### src/rtl/i2s_pkg.sv
// Shared definitions for the I2S receive frame controller: FSM encoding,
// default sample width and frame-width helper.
package i2s_pkg;

  typedef enum logic [1:0] {
    ST_IDLE   = 2'd0,
    ST_SYNC   = 2'd1,
    ST_WAIT_R = 2'd2,
    ST_WAIT_L = 2'd3
  } state_e;

  localparam int DEF_DATA_W  = 16;
  localparam int DEF_FRAME_W = 2 * DEF_DATA_W;

  function automatic int frame_w(input int data_w);
    return 2 * data_w;
  endfunction

endpackage

### src/rtl/i2s_frame_fifo.sv
// First-word-fall-through synchronous FIFO for stereo frames.
// Pointers carry one extra wrap bit so full/empty need no special casing.
module i2s_frame_fifo
  import i2s_pkg::*;
#(
  parameter int WIDTH = DEF_FRAME_W,
  parameter int DEPTH = 4
) (
  input  logic             clk_i,
  input  logic             rst_ni,
  input  logic             push_i,
  input  logic [WIDTH-1:0] data_i,
  input  logic             pop_i,
  output logic [WIDTH-1:0] data_o,
  output logic             full_o,
  output logic             empty_o
);

  localparam int AW = $clog2(DEPTH);

  logic [AW:0]      r_wr_ptr;
  logic [AW:0]      r_rd_ptr;
  logic [WIDTH-1:0] r_mem [DEPTH];
  logic             w_do_push;
  logic             w_do_pop;

  assign empty_o = (r_wr_ptr == r_rd_ptr);
  assign full_o  = (r_wr_ptr[AW] != r_rd_ptr[AW]) &&
                   (r_wr_ptr[AW-1:0] == r_rd_ptr[AW-1:0]);

  // A pop in the same cycle frees the slot, so a push into a full FIFO still lands.
  assign w_do_pop  = pop_i && !empty_o;
  assign w_do_push = push_i && (!full_o || w_do_pop);

  assign data_o = r_mem[r_rd_ptr[AW-1:0]];

  always_ff @(posedge clk_i or negedge rst_ni) begin
    if (!rst_ni) begin
      r_wr_ptr <= '0;
      r_rd_ptr <= '0;
    end else begin
      if (w_do_push) r_wr_ptr <= r_wr_ptr + 1'b1;
      if (w_do_pop)  r_rd_ptr <= r_rd_ptr + 1'b1;
    end
  end

  genvar gi;
  generate
    for (gi = 0; gi < DEPTH; gi++) begin : g_entry
      always_ff @(posedge clk_i or negedge rst_ni) begin
        if (!rst_ni) begin
          r_mem[gi] <= '0;
        end else if (w_do_push && (r_wr_ptr[AW-1:0] == AW'(gi))) begin
          r_mem[gi] <= data_i;
        end
      end
    end
  endgenerate

endmodule

### src/rtl/i2s_rx_frame_ctrl.sv
// Pairs I2S left/right sample strobes into stereo frames and buffers them
// for a valid/ready consumer. Optional I2S_RX_FRAME_CTRL_DESYNC_CNT_EN adds desync_cnt_o.
module i2s_rx_frame_ctrl
  import i2s_pkg::*;
#(
  parameter int DATA_W     = DEF_DATA_W,
  parameter int FIFO_DEPTH = 4,
  parameter int CNT_W      = 8
) (
  input  logic                  clk_i,
  input  logic                  rst_ni,
  input  logic                  en_i,
  input  logic [DATA_W-1:0]     data_i,
  input  logic                  lr_chnl_i,
  input  logic                  write_i,
  output logic [2*DATA_W-1:0]   frame_o,
  output logic                  valid_o,
  input  logic                  ready_i,
  output logic                  overflow_o,
  output logic [CNT_W-1:0]      ovf_cnt_o,
`ifdef I2S_RX_FRAME_CTRL_DESYNC_CNT_EN
  output logic [CNT_W-1:0]      desync_cnt_o,
`endif
  input  logic                  clr_i,
  output logic [1:0]            state_o
);

  localparam int FRAME_W = frame_w(DATA_W);

  state_e              r_state;
  state_e              w_state_next;
  logic [DATA_W-1:0]   r_left_hold;
  logic                w_load_left;
  logic                w_push;
  logic                w_full;
  logic                w_empty;
  logic                w_drop;
  logic                r_overflow;
  logic [CNT_W-1:0]    r_ovf_cnt;
  logic [FRAME_W-1:0]  w_frame_in;

  always_ff @(posedge clk_i or negedge rst_ni) begin
    if (!rst_ni) r_state <= ST_IDLE;
    else         r_state <= w_state_next;
  end

  always_comb begin
    w_state_next = r_state;
    w_load_left  = 1'b0;
    w_push       = 1'b0;
    if (!en_i) begin
      w_state_next = ST_IDLE;
    end else begin
      case (r_state)
        ST_IDLE: w_state_next = ST_SYNC;
        ST_SYNC: begin
          if (write_i && !lr_chnl_i) begin
            w_load_left  = 1'b1;
            w_state_next = ST_WAIT_R;
          end
        end
        ST_WAIT_R: begin
          if (write_i && lr_chnl_i) begin
            w_push       = 1'b1;
            w_state_next = ST_WAIT_L;
          end else if (write_i) begin
            w_load_left  = 1'b1;
          end
        end
        ST_WAIT_L: begin
          if (write_i && !lr_chnl_i) begin
            w_load_left  = 1'b1;
            w_state_next = ST_WAIT_R;
          end else if (write_i) begin
            w_state_next = ST_SYNC;
          end
        end
        default: w_state_next = ST_IDLE;
      endcase
    end
  end

  always_ff @(posedge clk_i or negedge rst_ni) begin
    if (!rst_ni)          r_left_hold <= '0;
    else if (w_load_left) r_left_hold <= data_i;
  end

  assign w_frame_in = {data_i, r_left_hold};

  i2s_frame_fifo #(
    .WIDTH (FRAME_W),
    .DEPTH (FIFO_DEPTH)
  ) u_fifo (
    .clk_i   (clk_i),
    .rst_ni  (rst_ni),
    .push_i  (w_push),
    .data_i  (w_frame_in),
    .pop_i   (ready_i),
    .data_o  (frame_o),
    .full_o  (w_full),
    .empty_o (w_empty)
  );

  // Full implies non-empty, so a ready consumer always makes room this cycle.
  assign w_drop = w_push && w_full && !ready_i;

  always_ff @(posedge clk_i or negedge rst_ni) begin
    if (!rst_ni) begin
      r_overflow <= 1'b0;
      r_ovf_cnt  <= '0;
    end else if (clr_i) begin
      r_overflow <= 1'b0;
      r_ovf_cnt  <= '0;
    end else if (w_drop) begin
      r_overflow <= 1'b1;
      if (r_ovf_cnt != '1) r_ovf_cnt <= r_ovf_cnt + 1'b1;
    end
  end

`ifdef I2S_RX_FRAME_CTRL_DESYNC_CNT_EN
  logic             w_desync;
  logic [CNT_W-1:0] r_desync_cnt;

  assign w_desync = en_i && write_i &&
                    (((r_state == ST_WAIT_R) && !lr_chnl_i) ||
                     ((r_state == ST_WAIT_L) &&  lr_chnl_i));

  always_ff @(posedge clk_i or negedge rst_ni) begin
    if (!rst_ni) begin
      r_desync_cnt <= '0;
    end else if (clr_i) begin
      r_desync_cnt <= '0;
    end else if (w_desync && (r_desync_cnt != '1)) begin
      r_desync_cnt <= r_desync_cnt + 1'b1;
    end
  end

  assign desync_cnt_o = r_desync_cnt;
`endif

  assign valid_o    = !w_empty;
  assign overflow_o = r_overflow;
  assign ovf_cnt_o  = r_ovf_cnt;
  assign state_o    = r_state;

endmodule

### config.mk
export PLATFORM = sky130hd
export DESIGN_NAME = i2s_rx_frame_ctrl
export DESIGN_NICKNAME = d
export VERILOG_FILES = /design/src/rtl/i2s_pkg.sv /design/src/rtl/i2s_frame_fifo.sv /design/src/rtl/i2s_rx_frame_ctrl.sv
export SDC_FILE = /design/constraint.sdc
export NUM_CORES = 1
export LEC_CHECK = 0
export ABC_AREA = 1
export CAP_MARGIN = 20
export CORE_AREA = 2 2 130 132
export CTS_CLUSTER_DIAMETER = 50
export CTS_CLUSTER_SIZE = 40
export DETAILED_ROUTE_END_ITERATION = 6
export DIE_AREA = 0 0 132 134
export GPL_TIMING_DRIVEN = 0
export PLACE_DENSITY = 0.74
export SLEW_MARGIN = 20
export SYNTH_ARGS = -nofsm -noshare
export SYNTH_HDL_FRONTEND = slang
export SYNTH_SLANG_ARGS = --single-unit
### constraint.sdc
create_clock -name clk_i -period 3.1 [get_ports clk_i]
set_input_delay 0.62 -clock clk_i [delete_from_list [all_inputs] [get_ports clk_i]]
set_output_delay 0.62 -clock clk_i [all_outputs]
set_load 0.005 [all_outputs]
==> flow_metrics.env, run 1 <==
export IMPL_fin_crit_ns=3.01
export IMPL_synth_edff_count=0
export IMPL_yosys_area_share_xor_xnor_pct=0.726
export IMPL_slew_headroom_pct=57.2
export IMPL_grt_antenna_before_repair=0
export IMPL_synth_seq_cells=161
export IMPL_synthCells=818
export IMPL_firstDrtPassIters=5
export IMPL_die_w_um=132
export IMPL_drc=0
export IMPL_clk_pin_slew_ns=0.06
export IMPL_grt_max_degree=83
export IMPL_p_int_mw=4.47
export IMPL_cp_arrival_ns=2.39
export IMPL_seqPwrFrac_pct=35.3
export IMPL_crit_path_start_kind="flip-flop"
export IMPL_crit_required_ns=2.48
export IMPL_place_area_mm2=0.00820
export IMPL_cts_tree="done"
export IMPL_ios=67
export IMPL_wire_per_inst_um=16.8
export IMPL_placementRows=47
export IMPL_synth_top_family_by_area="compound AO/OA/AOI/OAI gates"
export IMPL_grt_pass1_wl_um=31100
export IMPL_drt_met1_wl_um=8470
export IMPL_ys_seq_area_share_pct=55.6
export IMPL_p_sw_mw=2.26
export IMPL_drt_total_wl_um=19000
export IMPL_place_hpwl_um=12600
export IMPL_drtAntennaViolNets=0
export IMPL_rsz0062_at_grt="no"
export IMPL_cts_path_max_buffers=2
export IMPL_synth_compound_area_share_pct=19.2
export IMPL_via_per_inst=5.36
export IMPL_root_buffer="clkbuf_16"
export IMPL_synth_mux_area_share_pct=0
export IMPL_grt_pass1_vias=5831
export IMPL_pwr_density_cell_mw_per_mm2=765
export IMPL_grt_util_all_layers_pct=22.7
export IMPL_ys_types=27
export IMPL_power_frac_comb_pct=34.1
export IMPL_met3RoutedLength_um=1120
export IMPL_end_kind="output port"
export IMPL_hp_class="in -> async"
export IMPL_timing_final_max_slew_violations=0
export IMPL_outcome="completed"
export IMPL_clk_latency_ns=0.43
export IMPL_cts_made_buffers=17
export IMPL_synth_warnings=0
export IMPL_stdcell_area_mm2=0.00880
export IMPL_syn_nets=847
export IMPL_min_period_over_period_pct=97.3
export IMPL_slowest_delay_ns=0.57
export IMPL_hold_viol=0
export IMPL_numPlacedInstances=1104
export IMPL_finalSetupViolCount=0
export IMPL_synth_fa_ha_area_share_pct=1.04
export IMPL_initial_core_util_pct=44.5
export IMPL_syn_cell_area_mm2=0.00724
export IMPL_drv_cap=0
export IMPL_via_count=6083
export IMPL_cts_hold_buf=0
export IMPL_route_met2_wl_um=9060
export IMPL_drt_iter0_drc=514
export IMPL_max_freq_ghz=0.332
export IMPL_coreArea_mm2=0.0163
export IMPL_layout_commonest_cell="nand2_1"
export IMPL_power_mw=6.74
export IMPL_tightest_slew_ns=0.642
export IMPL_cp_slowest_cell="clkdlybuf4s50_1"
export IMPL_cts_htree_levels=4
export IMPL_p_clk_share_pct=30.6
export IMPL_swShare_pct=33.6
export IMPL_synth_ff_type="dfrtp_1"
export IMPL_grt_overflow=0
export IMPL_post_cts_buffers=0
export IMPL_diodes=0
export IMPL_finalClockSkew_ns=0.0107
export IMPL_final_cell_mix="nand2_1, dfrtp_1, o21ai_0, nor2_1, clkdlybuf4s50_1"
export IMPL_die_h_um=134
export IMPL_highest_layer="met4"
export IMPL_die_area_mm2=0.0177
export IMPL_synth_area_per_cell_um2=8.85
export IMPL_crit_fanout=10
export IMPL_synthToLayoutAreaGrowth_pct=21.5
export IMPL_num_fill_cells=1517
export IMPL_cts_sinks=161
export IMPL_portBuffers=65
export IMPL_r2r_slack_ns=1.20
export IMPL_vdd_ir_drop_max_mv=0.549
export IMPL_drive_gt1_share_pct=11.8
export IMPL_crit_chain="inv_1 -> clkbuf_2 -> clkbuf_4 -> nor2_1 -> o22ai_1 -> clkdlybuf4s50_1"
export IMPL_place_gp_congestion=0.801
export IMPL_post_layout_nonfiller_instances=1135
export IMPL_yosys_area_share_simple_pct=16.5
export IMPL_ys_async_sr_fraction_pct=100
export IMPL_critical_path_class="reg -> out"
export IMPL_p_leak_nw=4.04
export IMPL_fin_nets=932
export IMPL_setup_tns_final_ns=0
[registers in the layout, summed over array words and instances (netlist names)]
name,flops
u_fifo.r_rd_ptr,3
r_left_hold,16
u_fifo.r_wr_ptr,3
u_fifo.r_mem,128
overflow_o,1
state_o,2
ovf_cnt_o,8
[cell type report]
| cell class | instances | area, µm² | share of cell area (%) |
|---|---|---|---|
| inverter | 53 | 199 | 2.26 |
| timing repair buffer | 66 | 683 | 7.76 |
| multi-input combinational | 555 | 2710 | 30.8 |
| tap | 220 | 275 | 3.13 |
| sequential | 161 | 4030 | 45.8 |
| clock inverter | 10 | 110 | 1.25 |
| clock buffer | 21 | 460 | 5.23 |
| buffer | 49 | 332 | 3.77 |
[what timing repair did]
| item | in CTS | in global routing |
|---|---|---|
| endpoints found under the setup margin | 32 | 24 |
| pin swaps | 0 | 0 |
| gates resized for setup | 12 | 18 |
[per-layer routing]
metal / vias to the layer above / track usage, %
li1: 2882 / -
met3: 29 / 3.97
met2: 200 / 35.3
met1: 2972 / 31.9
met5: - / 0
met4: 0 / 9.18
[logic make-up after synthesis]
logic type | after synthesis
and+or+nand+nor | 292
AOI/OAI and AO/OA | 251
DFF | 161
buffers and inverters | 102
xor gates and xnor gates | 6
adders and majority gates | 6
[power groups by stage]
| stage | logic [mW] | registers [mW] | clock network [mW] |
|---|---|---|---|
| after floorplan | 1.15 | 2.36 | 0 |
| after CTS | 2.29 | 2.37 | 2.08 |
| after global placement | 2.23 | 2.42 | 0 |
| after detailed placement | 2.26 | 2.41 | 0 |
| after global routing | 2.56 | 2.39 | 2.16 |
| final | 2.30 | 2.38 | 2.06 |
[worst max-delay path, delay by kind of cell (launching register included)]
family                 cells  cell delay [ns]
AOI/OAI and AO/OA          1             0.30
buffers and inverters      4             1.20
DFF                        1             0.41
and+or+nand+nor            1             0.06
[per-stage QoR]
| stage | hold WS [ns] | setup WS, ns | utilization [%] |
|---|---|---|---|
| after global routing | 0.210 | 0.0121 | 54.0 |
| after CTS | 0.173 | 0.0527 | 53.9 |
| after floorplan | 0.324 | 1.23 | - |
| after global placement | 0.461 | -5.17 | 50.1 |
| after detailed placement | 0.468 | 0.129 | 50.3 |
| final | 0.142 | 0.0851 | 54.0 |
[synthesized netlist by cell type (2+ instances only)]
| cell | instances | share of area [%] |
|---|---|---|
| ha_1 | 6 | 1.0 |
| nand3_2 | 3 | 0.41 |
| a21oi_1 | 3 | 0.21 |
| xnor2_1 | 2 | 0.24 |
| dfrtp_1 | 161 | 56 |
| inv_1 | 51 | 2.6 |
| nand3_4 | 3 | 0.73 |
| nand2_2 | 2 | 0.17 |
| o21ai_1 | 52 | 3.6 |
| o21ai_0 | 139 | 9.6 |
| nand2_1 | 189 | 9.8 |
| buf_6 | 14 | 2.2 |
| clkbuf_1 | 23 | 1.2 |
| nor2_1 | 77 | 4.0 |
| o21ai_2 | 23 | 2.8 |
| nand3_1 | 15 | 1.0 |
| xor2_1 | 4 | 0.48 |
| o211ai_1 | 2 | 0.21 |
| o22ai_1 | 32 | 2.8 |
| buf_2 | 10 | 0.69 |
[worst paths after layout]
check | startpoint | endpoint | cells after the start
min in group clk_i | u_fifo.r_mem[45]$_DFFE_PN0P_ | u_fifo.r_mem[45]$_DFFE_PN0P_ | 2
max in group asynchronous | rst_ni | u_fifo.r_mem[9]$_DFFE_PN0P_ | 2
hold / removal | rst_ni | ovf_cnt_o[2]$_DFFE_PN0P_ | 1
setup reg to reg | u_fifo.r_rd_ptr[1]$_DFFE_PN0P_ | u_fifo.r_mem[105]$_DFFE_PN0P_ | 10
setup / recovery | u_fifo.r_rd_ptr[0]$_DFFE_PN0P_ | frame_o[2] | 6
hold reg to reg | u_fifo.r_mem[45]$_DFFE_PN0P_ | u_fifo.r_mem[45]$_DFFE_PN0P_ | 2
Power figures use the tool's default switching activity.
==> run 2: changes to the inputs <==
--- a/config.mk
+++ b/config.mk
@@ -7,13 +7,13 @@
 export LEC_CHECK = 0
 export ABC_AREA = 1
 export CAP_MARGIN = 20
-export CORE_AREA = 2 2 130 132
+export CORE_AREA = 2 2 118 120
 export CTS_CLUSTER_DIAMETER = 50
 export CTS_CLUSTER_SIZE = 40
 export DETAILED_ROUTE_END_ITERATION = 6
-export DIE_AREA = 0 0 132 134
+export DIE_AREA = 0 0 120 122
 export GPL_TIMING_DRIVEN = 0
-export PLACE_DENSITY = 0.74
+export PLACE_DENSITY = 0.86
 export SLEW_MARGIN = 20
 export SYNTH_ARGS = -nofsm -noshare
 export SYNTH_HDL_FRONTEND = slang
==> run 2 against run 1 <==
Combinational power about the same. Sequential share of layout area hardly changed. Non-clock buffer count unchanged. Hold slack improved by 0.084 ns. Sequential power about the same. Die area fell by 17%. Critical path depth unchanged. Routed wire length hardly changed. Maximum frequency shrank 0.93%. Design area about the same. Final cell count decreased by 3.4%. Critical endpoint unchanged. Highest routed layer unchanged.
==> flow_metrics.env, run 2 (synthesis results as in run 1) <==
export IMPL_stdcell_area_mm2=0.00879
export IMPL_grt_util_all_layers_pct=27.7
export IMPL_clk_latency_ns=0.43
export IMPL_cts_htree_levels=4
export IMPL_post_cts_buffers=0
export IMPL_drc=0
export IMPL_grt_max_degree=99
export IMPL_timing_final_max_slew_violations=0
export IMPL_max_flop_register="u_fifo.r_mem"
export IMPL_max_freq_ghz=0.329
export IMPL_via_per_inst=5.73
export IMPL_grt_overflow=0
export IMPL_clk_pin_slew_ns=0.06
export IMPL_finalSetupViolCount=0
export IMPL_setup_tns_final_ns=0
export IMPL_place_hpwl_um=12400
export IMPL_reg2reg_depth=10
export IMPL_cts_tree="done"
export IMPL_coreArea_mm2=0.0135
export IMPL_placementRows=43
export IMPL_grt_antenna_before_repair=0
export IMPL_die_h_um=122
export IMPL_cts_made_buffers=17
export IMPL_final_cell_mix="nand2_1, dfrtp_1, o21ai_0, nor2_1, clkdlybuf4s50_1"
export IMPL_drtAntennaViolNets=0
export IMPL_drt_iter0_drc=667
export IMPL_drv_cap=0
export IMPL_drt_total_wl_um=19000
export IMPL_initial_core_util_pct=53.6
export IMPL_critical_path_class="reg -> out"
export IMPL_synthToLayoutAreaGrowth_pct=21.4
export IMPL_place_gp_congestion=0.838
export IMPL_portBuffers=65
export IMPL_cts_sinks=161
export IMPL_via_count=6276
export IMPL_rsz0062_at_grt="yes"
export IMPL_wire_per_inst_um=17.4
export IMPL_tightest_slew_ns=0.753
export IMPL_cp_arrival_ns=2.42
export IMPL_place_area_mm2=0.00815
export IMPL_vdd_ir_drop_max_mv=0.512
export IMPL_min_period_over_period_pct=98.2
export IMPL_end_kind="output port"
export IMPL_p_leak_nw=4.06
export IMPL_grt_pass1_wl_um=30900
export IMPL_crit_required_ns=2.48
export IMPL_diodes=0
export IMPL_firstDrtPassIters=6
export IMPL_ios=67
export IMPL_num_fill_cells=1096
export IMPL_final_core_util_pct=65.1
export IMPL_crit_fanout=10
export IMPL_layout_commonest_cell="nand2_1"
export IMPL_die_area_mm2=0.0146
export IMPL_drive_gt1_share_pct=11.7
export IMPL_slew_headroom_pct=49.8
export IMPL_hp_class="in -> async"
export IMPL_grt_pass1_vias=6112
export IMPL_root_buffer="clkbuf_16"
export IMPL_hold_viol=0
export IMPL_largest_reg_flops=128
export IMPL_outcome="completed"
export IMPL_die_w_um=120
export IMPL_fin_crit_ns=3.04
export IMPL_power_mw=6.91
export IMPL_crit_path_start_kind="flip-flop"
export IMPL_finalClockSkew_ns=0.00567
export IMPL_pwr_density_cell_mw_per_mm2=786
export IMPL_fin_nets=932
export IMPL_cts_path_max_buffers=2
-- run 2: cell types whose count changed in the layout (fill, tap and decap cells not counted) --
cell	before	now
buf_2	11	10
bufinv_16	2	4
clkbuf_1	7	9
clkbuf_2	17	19
clkbuf_4	2	0
clkinv_2	5	4
clkinv_4	1	0
-- run 2: final cells by class --
type                    count  area [µm²]  area share (%)
flip-flops and latches    161        4030            45.8
multi-input cells         555        2710            30.8
repair buffers             66         683            7.77
clock buffers              22         464            5.28
plain buffers              49         325            3.70
well taps                 180         225            2.56
inverters                  53         199            2.26
clock inverters            10         156            1.78
-- run 2: path summary, 6_finish.rpt --
check,startpoint,end,slack (ns)
max in group asynchronous,rst_ni,u_fifo.r_mem[59]$_DFFE_PN0P_,2.10
worst min-delay path,rst_ni,u_fifo.r_mem[41]$_DFFE_PN0P_,0.23
worst max register to register,u_fifo.r_rd_ptr[1]$_DFFE_PN0P_,u_fifo.r_mem[83]$_DFFE_PN0P_,1.18
worst min register to register,u_fifo.r_mem[17]$_DFFE_PN0P_,u_fifo.r_mem[17]$_DFFE_PN0P_,0.48
worst max-delay path,u_fifo.r_rd_ptr[0]$_DFFE_PN0P_,frame_o[2],0.06
min in group clk_i,u_fifo.r_mem[17]$_DFFE_PN0P_,u_fifo.r_mem[17]$_DFFE_PN0P_,0.48
-- run 2: routing by layer --
metal  vias to the layer above  GRT usage [%]  share of wire, %
li1                       2881              -                 -
met1                      3033           37.0                41
met2                       317           43.0                48
met3                        45           6.37               8.7
met4                         0           13.3               3.0
met5                         -              0                 0
-- run 2: stage by stage --
stage / setup WS (ns) / hold slack (ns) / std cells
CTS: 0.0367 / 0.262 / 1096
global placement: -5.00 / 0.460 / 1063
finish: 0.0566 / 0.226 / 1096
floorplan: 1.23 / 0.324 / 818
global route: -0.0185 / 0.298 / 1096
detailed placement: 0.181 / 0.469 / 1064
-- run 2: worst max-delay path, stage by stage (launching register included) --
cell and delay, ns:
dfrtp_1 0.40, inv_1 0.11, clkbuf_2 0.26, clkbuf_2 0.31, o21ai_0 0.11, o22ai_1 0.24
clkdlybuf4s50_1 0.56
-- run 2: timing repair --
item,CTS,global route
pin swaps,0,0
gates resized for setup,13,9
endpoints found under the hold margin,0,0
endpoints found under the setup margin,31,20
hold buffers,0,0
-- run 2: power breakdown --
group | switching, mW | internal (mW)
logic | 1.32 | 0.996
clock network | 0.827 | 1.39
registers | 0.133 | 2.25
total | 2.28 | 4.63
